## config.mk

```make
export PLATFORM = sky130hd
export DESIGN_NAME = data_mem_arbiter
export DESIGN_NICKNAME = d
export VERILOG_FILES = /design/src/rtl/data_mem_arbiter.sv
export SDC_FILE = /design/constraint.sdc
export NUM_CORES = 1
export LEC_CHECK = 0
export CAP_MARGIN = 20
export CORE_MARGIN = 5
export CORE_UTILIZATION = 45
export DETAILED_ROUTE_END_ITERATION = 6
export PLACE_DENSITY = 0.95
export RECOVER_POWER = 25
export SKIP_CTS_REPAIR_TIMING = 1
export SLEW_MARGIN = 20
export SYNTH_ARGS = -nofsm -noshare
export SYNTH_HDL_FRONTEND = slang
export SYNTH_SLANG_ARGS = --single-unit
```

## constraint.sdc

```tcl
create_clock -name clk -period 4.6 [get_ports clk]
set_input_delay 0.92 -clock clk [delete_from_list [all_inputs] [get_ports clk]]
set_output_delay 0.92 -clock clk [all_outputs]
set_load 0.005 [all_outputs]
```

## src/rtl/data_mem_arbiter.sv

```systemverilog
// data_mem_arbiter: core/host arbiter and access sequencer for the shared DATA_MEM.
// Define DATA_MEM_ARB_RR_EN for round-robin arbitration instead of fixed host priority.
module data_mem_arbiter #(
    parameter int DATA_SIZE = 8,
    parameter int ADDR_SIZE = 4,
    parameter int RD_LAT    = 1
) (
    input  logic                 clk,
    input  logic                 rst,
    input  logic                 core_req,
    input  logic                 core_we,
    input  logic [ADDR_SIZE-1:0] core_addr,
    input  logic [DATA_SIZE-1:0] core_wdata,
    output logic                 core_gnt,
    output logic                 core_rvalid,
    output logic [DATA_SIZE-1:0] core_rdata,
    input  logic                 host_req,
    input  logic                 host_we,
    input  logic [ADDR_SIZE-1:0] host_addr,
    input  logic [DATA_SIZE-1:0] host_wdata,
    output logic                 host_gnt,
    output logic                 host_rvalid,
    output logic [DATA_SIZE-1:0] host_rdata,
    output logic                 mem_w,
    output logic [ADDR_SIZE-1:0] mem_addr,
    output logic [DATA_SIZE-1:0] mem_wdata,
    input  logic [DATA_SIZE-1:0] mem_rdata,
    output logic                 busy
);

    localparam logic [1:0] S_IDLE  = 2'd0;
    localparam logic [1:0] S_ISSUE = 2'd1;
    localparam logic [1:0] S_WAIT  = 2'd2;
    localparam logic [2:0] LAT     = 3'(RD_LAT);

    logic [1:0]           r_state;
    logic                 r_owner;
    logic                 r_we;
    logic [ADDR_SIZE-1:0] r_addr;
    logic [DATA_SIZE-1:0] r_wdata;
    logic [2:0]           r_cnt;
    logic                 r_core_rvalid;
    logic                 r_host_rvalid;
    logic [DATA_SIZE-1:0] r_core_rdata;
    logic [DATA_SIZE-1:0] r_host_rdata;
    logic                 w_any_req;
    logic                 w_pick_host;

    assign w_any_req = core_req | host_req;

`ifdef DATA_MEM_ARB_RR_EN
    // r_last_host = 1 means the host owned the most recent ISSUE
    logic r_last_host;

    always_comb begin
        w_pick_host = host_req && (!core_req || !r_last_host);
    end

    always_ff @(posedge clk) begin
        if (rst) begin
            r_last_host <= 1'b1;
        end else if (r_state == S_ISSUE) begin
            r_last_host <= r_owner;
        end
    end
`else
    always_comb begin
        w_pick_host = host_req;
    end
`endif

    always_ff @(posedge clk) begin
        if (rst) begin
            r_state       <= S_IDLE;
            r_owner       <= 1'b0;
            r_we          <= 1'b0;
            r_addr        <= '0;
            r_wdata       <= '0;
            r_cnt         <= '0;
            r_core_rvalid <= 1'b0;
            r_host_rvalid <= 1'b0;
            r_core_rdata  <= '0;
            r_host_rdata  <= '0;
        end else begin
            r_core_rvalid <= 1'b0;
            r_host_rvalid <= 1'b0;
            case (r_state)
                S_IDLE: begin
                    if (w_any_req) begin
                        r_owner <= w_pick_host;
                        r_we    <= w_pick_host ? host_we : core_we;
                        r_addr  <= w_pick_host ? host_addr : core_addr;
                        r_wdata <= w_pick_host ? host_wdata : core_wdata;
                        r_state <= S_ISSUE;
                    end
                end
                S_ISSUE: begin
                    if (r_we) begin
                        r_state <= S_IDLE;
                    end else begin
                        r_cnt   <= LAT;
                        r_state <= S_WAIT;
                    end
                end
                S_WAIT: begin
                    // last wait cycle: memory data is valid now
                    if (r_cnt == 3'd1) begin
                        if (r_owner) begin
                            r_host_rdata  <= mem_rdata;
                            r_host_rvalid <= 1'b1;
                        end else begin
                            r_core_rdata  <= mem_rdata;
                            r_core_rvalid <= 1'b1;
                        end
                        r_state <= S_IDLE;
                    end else begin
                        r_cnt <= r_cnt - 3'd1;
                    end
                end
                default: r_state <= S_IDLE;
            endcase
        end
    end

    assign core_gnt    = (r_state == S_ISSUE) && !r_owner;
    assign host_gnt    = (r_state == S_ISSUE) && r_owner;
    assign core_rvalid = r_core_rvalid;
    assign host_rvalid = r_host_rvalid;
    assign core_rdata  = r_core_rdata;
    assign host_rdata  = r_host_rdata;
    assign mem_w       = (r_state == S_ISSUE) && r_we;
    assign mem_addr    = r_addr;
    assign mem_wdata   = r_wdata;
    assign busy        = (r_state != S_IDLE);

endmodule

```

==> key figures <==
Status
  • Status: complete, no violations

Placement
  • I/O Buffers: 71
  • Placed Area: approximately 0.0024 mm2
  • Dpl cells: between 200 and 300
  • Routability Congestion: roughly 0.76
  • Hpwl dp: roughly 3200 um

Synthesis
  • Compound-Gate Fraction of Synth Area: 20.22%
  • Synthesized-area fraction occupied by adder cells: approximately 1.5%
  • Main synth FF type: dfxtp_1
  • Largest family of logic cells by synthesized area: compound AO/OA/AOI/OAI gates
  • Post-Synth XOR/XNOR Area: 0%
  • Post-synthesis cell count: between 150 and 200
  • Yosys warns: 0
  • Sequential fraction of the synthesis area: a little over two fifths
  • Synth top area share: about 43%
  • Synth unique cells: 33
  • Largest cells by area after synthesis: dfxtp_1 43%, mux2i_1 12%, a211oi_2 7.3%, a21oi_1 4.4%, a31o_1 4.1%
  • Post-synthesis simple-gate area fraction: around 16%
  • Number of flops mapped to enable cells by yosys: 0
  • Asr flop ratio synth: 0%
  • Flops & latches, synth: 37
  • Mapped Nets: ~210
  • Cell taking the most area after synthesis: dfxtp_1
  • Multiplexer share of the synthesized area: 12.26%
  • Mean area per synthesized cell: around 10 um2
  • Synth Cell Area: ~0.0017 mm2

Global route
  • M3 GR Usage: around 7%
  • Largest net degree at the start of global routing: 30
  • Gr ovfl total: 0
  • GRT Max-Usage Layer: met2
  • Initial antenna violation count: 0
  • All-Layer GR Usage: 17.26%
  • First-pass GRT wire length: slightly above 7000 um
  • Global routing usage on met1: about a fifth
  • Vias in the first global route: about 1,600
  • Met2 GRT Util: between 20% and 30%

Power
  • Internal: around 0.56 mW
  • VDD IR-drop max: about 0.0002 V
  • Reg power frac: a little under half
  • Clock Power Share: slightly below 30%
  • Psw: ~0.21 mW
  • Static leakage: just under 1 nW
  • Combinational share of power: 23.1%
  • Switching fraction of total power: 27.12%
  • Pwr dens: 307.6 mW/mm2

Detailed routing
  • Routed len/inst: roughly 15 um
  • Initial DRC count: 74
  • DR vias/cell: about 5.4
  • Vias post-DR: around 1,500
  • Final ANT Viol Nets: 0
  • Routed wire length: between 4000 and 5000 um
  • First drt pass iteration count: 4
  • DRC errors left: 0

Clock tree
  • Clk Latency, worst-skew pair: roughly 0.29 ns
  • CTS tree: yes
  • CTS Buffer Depth: 2
  • Cts bufs inserted: 5
  • CTS clk-pin slew, worst paths: ~0.070 ns
  • Clk root buf: clkbuf_8
  • H-tree levels: 2
  • Clock Sink Count: 37

STA
  • Crit share post-route: 79.38%
  • Slew Viols, Final: 0
  • Total Neg Setup Slack: 0 ns
  • RSZ-0062 raised after global routing: false
  • Clk_skew: 0.002911 ns
  • Period minus WS final: between 3 and 4 ns
  • Relative slew slack: 5.334%
  • Fin. Hold Viols: 0
  • Fmax: approximately 270 MHz
  • Setup Viol. Count Final: 0
  • Worst slew pin tran: between 1 and 1.5 ns

Finish
  • Fin nets: between 200 and 300
  • Fin area: 0.002489 mm2
  • Final core utilization: roughly 67%
  • Most frequent cells in the layout: 60 x clkdlybuf4s50_1, 37 x dfxtp_1, 21 x mux2i_1, 15 x a21oi_1, 11 x dlygate4sd3_1
  • Final-layout fill cell count: 317
  • Area growth syn-to-layout: 45.18%
  • Finished Layout Cells: 285
  • Antenna Cells: 0
  • Layout cells sized above 1: around 8.4%
  • Commonest non-fill, non-tap cell in the layout: clkdlybuf4s50_1

Flow run
  • Number of max-cap violations: 0

Critical path
  • Crit start category: primary input
  • Crit. End Element: register
  • Crit-path max FO: 29
  • Slowest-stage cell, CP: clkbuf_1
  • Req. time, crit path: 4.72 ns
  • Critical path class: primary input to register
  • CP peak stage delay: approximately 1.0 ns
  • WP data arrival: approximately 3.8 ns
  • Cells along the critical path: clkdlybuf4s50_1 -> clkbuf_1 -> clkinv_1 -> o2111ai_1 -> o41ai_2

Die
  • Die X: 71.72 um
  • # rows: 22
  • # IOs: a little over 70
  • Die Height: approximately 72 um
  • Initial core utilization: 46.47%
  • Die ar.: 0.005144 mm2
  • Core ar.: approximately 0.0037 mm2

Hold path
  • Hold Path Class: register to register
==> sequential cells by signal, indices dropped and copies added (netlist names) <==
signal       cells
core_rdata       8
host_rdata       8
mem_wdata        8
mem_addr         4
r_cnt            3
r_state          2
core_rvalid      1
host_rvalid      1
r_owner          1
r_we             1
==> path summary, 6_finish.rpt <==
check / from / endpoint / slack (ns) / cells after the start
worst max-delay path: rst / r_cnt[1] / 0.95 / 5
worst min-delay path: host_rdata[1] / host_rdata[1] / 0.46 / 2
worst max register to register: r_state[0] / mem_wdata[6] / 2.65 / 3
worst min register to register: host_rdata[1] / host_rdata[1] / 0.46 / 2
==> power by group through the flow <==
stage / clock, mW / combinational [mW] / sequential [mW]
final: 0.227 / 0.177 / 0.362
after global routing: 0.248 / 0.191 / 0.365
after CTS: 0.232 / 0.182 / 0.362
after detailed placement: 0 / 0.180 / 0.369
after global placement: 0 / 0.175 / 0.368
after floorplan: 0 / 0.101 / 0.365
==> kinds of logic after synthesis <==
family	after synthesis
muxes	21
and+or+nand+nor	48
adders and majority gates	2
DFF	37
buffers and inverters	21
AOI/OAI and AO/OA	43
==> cell usage after synthesis, types with 2 or more instances <==
master / number
a211oi_1: 3
ha_1: 2
o21ai_0: 3
buf_2: 2
nand2b_1: 10
nand3_1: 2
a211oi_2: 10
a31o_1: 8
buf_6: 5
dfxtp_1: 37
clkbuf_1: 6
nor2b_1: 2
nor2_1: 5
and3_1: 4
mux2i_1: 21
or3_1: 2
nor4_1: 8
nand2_1: 9
inv_1: 5
a21oi_1: 15
==> final cells by class <==
class	count	area (um2)	share of cell area, %
Clock buffer	6	82.58	3.318
Clock inverter	1	7.507	0.3017
Timing Repair Buffer	73	721.9	29.01
Inverter	6	22.52	0.9050
Sequential cell	37	740.7	29.76
Multi-Input combinational cell	114	853.3	34.29
Tap cell	48	60.06	2.413
==> critical path: cells and delay by family <==
family	cells	cell delay, ns
AOI/OAI and AO/OA	2	0.49
buffers and inverters	3	2.36
==> per-layer routing <==
metal / vias to the layer above / share of wire, %
met5: - / 0
li1: 746 / -
met3: 9 / 8.4
met4: 0 / 1.6
met1: 719 / 43
met2: 58 / 47
==> stage by stage <==
step	power, mW	hold WS, ns	setup slack [ns]
6_report	0.7655	0.4649	0.9485
5_1_grt	0.8038	0.5031	0.7461
4_1_cts	0.7758	0.4750	1.574
3_5_place_dp	0.5492	0.4585	1.848
3_3_place_gp	0.5424	0.4557	1.945
2_1_floorplan	0.4664	0.4511	2.668
(Power assumes the default switching activity.)
==> variant (same flow settings) <==
The option `DATA_MEM_ARB_RR_EN` is turned on by a define.
--- a/src/rtl/data_mem_arbiter.sv
+++ b/src/rtl/data_mem_arbiter.sv
@@ -1,5 +1,7 @@
 // data_mem_arbiter: core/host arbiter and access sequencer for the shared DATA_MEM.
 // Define DATA_MEM_ARB_RR_EN for round-robin arbitration instead of fixed host priority.
+`define DATA_MEM_ARB_RR_EN
+
 module data_mem_arbiter #(
     parameter int DATA_SIZE = 8,
     parameter int ADDR_SIZE = 4,
Behaviour: not the same (Yosys sat finds a counterexample within 4 cycles, from zero or initial values and one cycle with rst high).
==> variant against the unedited design <==
  * Count of clock-buffer cells in the layout is 1 higher
  * Sequential cell count is 1 higher
  * First-iteration DRC count is 41% lower
  * Sequential share of layout area is 1.2 points higher
  * Clock skew is 0.55 ps lower
  * Cell area is 1.2% lower
  * Worst setup slack better by 940 ps
  * Area after synthesis is 2.0% lower
  * Die area is 1.8% lower
  * Power is 2.8% lower
  * Routed wire length is 11% lower
==> variant: results (changes against the unedited design) <==
Parameter                              Value

Outcome
  Status    finished clean

Routing
  Number of DRC violations after detailed-routing iteration 0    44 (-41%)
  Met2 layer wire length in the routed design    1860 um (-10%)
  Met1 layer wirelength in the final routing    1590 um (-16%)
  Vias    1516 (-1.0%)
  Wire length on met3    397 um (+7.3%)

Hold path
  Hold worst-path end    host_rdata[0]
  Hold wc startpoint    host_rdata[0]

Setup path
  Maximum cell stage delay along the critical path    490 ps (-540 ps)
  Critical register-to-register path endpoint    mem_addr[3]
  Crit path max fanout    15 (-48%)
  Worst reg2reg setup slack    2770 ps (+120 ps)
  R2R depth    4 (+1)

STA
  Final hold slack    473 ps (+8.14 ps)
  Worst rel slew slack    0.141 (+0.0879)

Cells and area
  Count of filler cells inserted in the layout    314 (-0.95%)
  Ratio of cells with drive above 1 in the final layout    0.0438 (-0.0406)
  Final-stage net count    291 (+5.1%)

Pwr
  P_leak    0.953 nW (-2.0%)
  Maximum VDD drop    0.193 mV (-3.8%)

Global routing
  Pin count of the biggest net entering global routing    40 (+33%)
  First-pass GRT wire length    6310 um (-11%)

Logic synthesis
  Cell types with the highest counts after synthesis    sky130_fd_sc_hd__dfxtp_1, sky130_fd_sc_hd__nand2_1, sky130_fd_sc_hd__nand2b_1, sky130_fd_sc_hd__a21oi_1, sky130_fd_sc_hd__mux2i_1
  Netlist cell types    28 (-15%)
  Sequential element share of the synthesized area    0.453 (+0.0209)

Placement
  Post-detailed-placement half-perimeter wirelength    2970 um (-8.0%)
  Final weighted congestion of routability-driven global placement    0.720 (-5.8%)

Clock tree
  TritonCTS buffer count    5 (unchanged)
-- variant: layout make-up --
| cell class | instances | area (um2) | share of cell area |
|---|---|---|---|
| tap | 48 | 60.1 | 0.0244 |
| clock buffer | 7 | 76.3 | 0.0310 |
| timing repair buffer | 72 | 712 | 0.290 |
| multi-input combinational | 131 | 838 | 0.341 |
| inverter | 3 | 11.3 | 0.00458 |
| sequential | 38 | 761 | 0.309 |
-- variant: how the worst max path moves through the flow --
stage | start | cells after the start | endpoint | slack (ps)
global route | r_state[0] | 3 | busy | 1770
floorplan | rst | 4 | mem_addr[0] | 2860
global placement | rst | 4 | host_rdata[2] | 1830
finish | r_state[0] | 3 | busy | 1890
detailed placement | rst | 4 | host_rdata[2] | 1820
CTS | r_state[0] | 3 | busy | 1870
-- variant: kinds of logic after synthesis --
kind of cell | count (synthesis) | share of synthesized area
flip-flops | 38 | 0.453
multiplexers | 16 | 0.0954
adder cells (fa/ha/maj) | 2 | 0.0149
buffers and inverters | 15 | 0.0477
AO/OA/AOI/OAI | 35 | 0.147
AND/OR/NAND/NOR | 78 | 0.242
-- variant: stage by stage --
stage               cell area (um2)  setup slack [ps]  std cells
CTS                            2460              1870        299
global route                   2460              1770        299
global placement               2390              1830        292
floorplan                      1680              2860        184
detailed placement             2390              1820        292
finish                         2460              1890        299
-- variant: tightest hold or removal path, stage by stage, from the launching register on --
cell and delay [ps]:
sky130_fd_sc_hd__dfxtp_1 310, sky130_fd_sc_hd__nand2b_1 60, sky130_fd_sc_hd__mux2i_1 50
-- variant: where the power goes --
group	switching (mW)	internal [mW]	total, mW
registers	0.0159	0.354	0.370
clock network	0.103	0.104	0.207
logic	0.0704	0.0967	0.167
total	0.190	0.555	0.744
-- variant: routing by layer --
metal,global-route usage,vias up
li1,-,769
met1,0.165,686
met2,0.266,54
met5,0,-
met4,0.0772,0
met3,0.0653,7
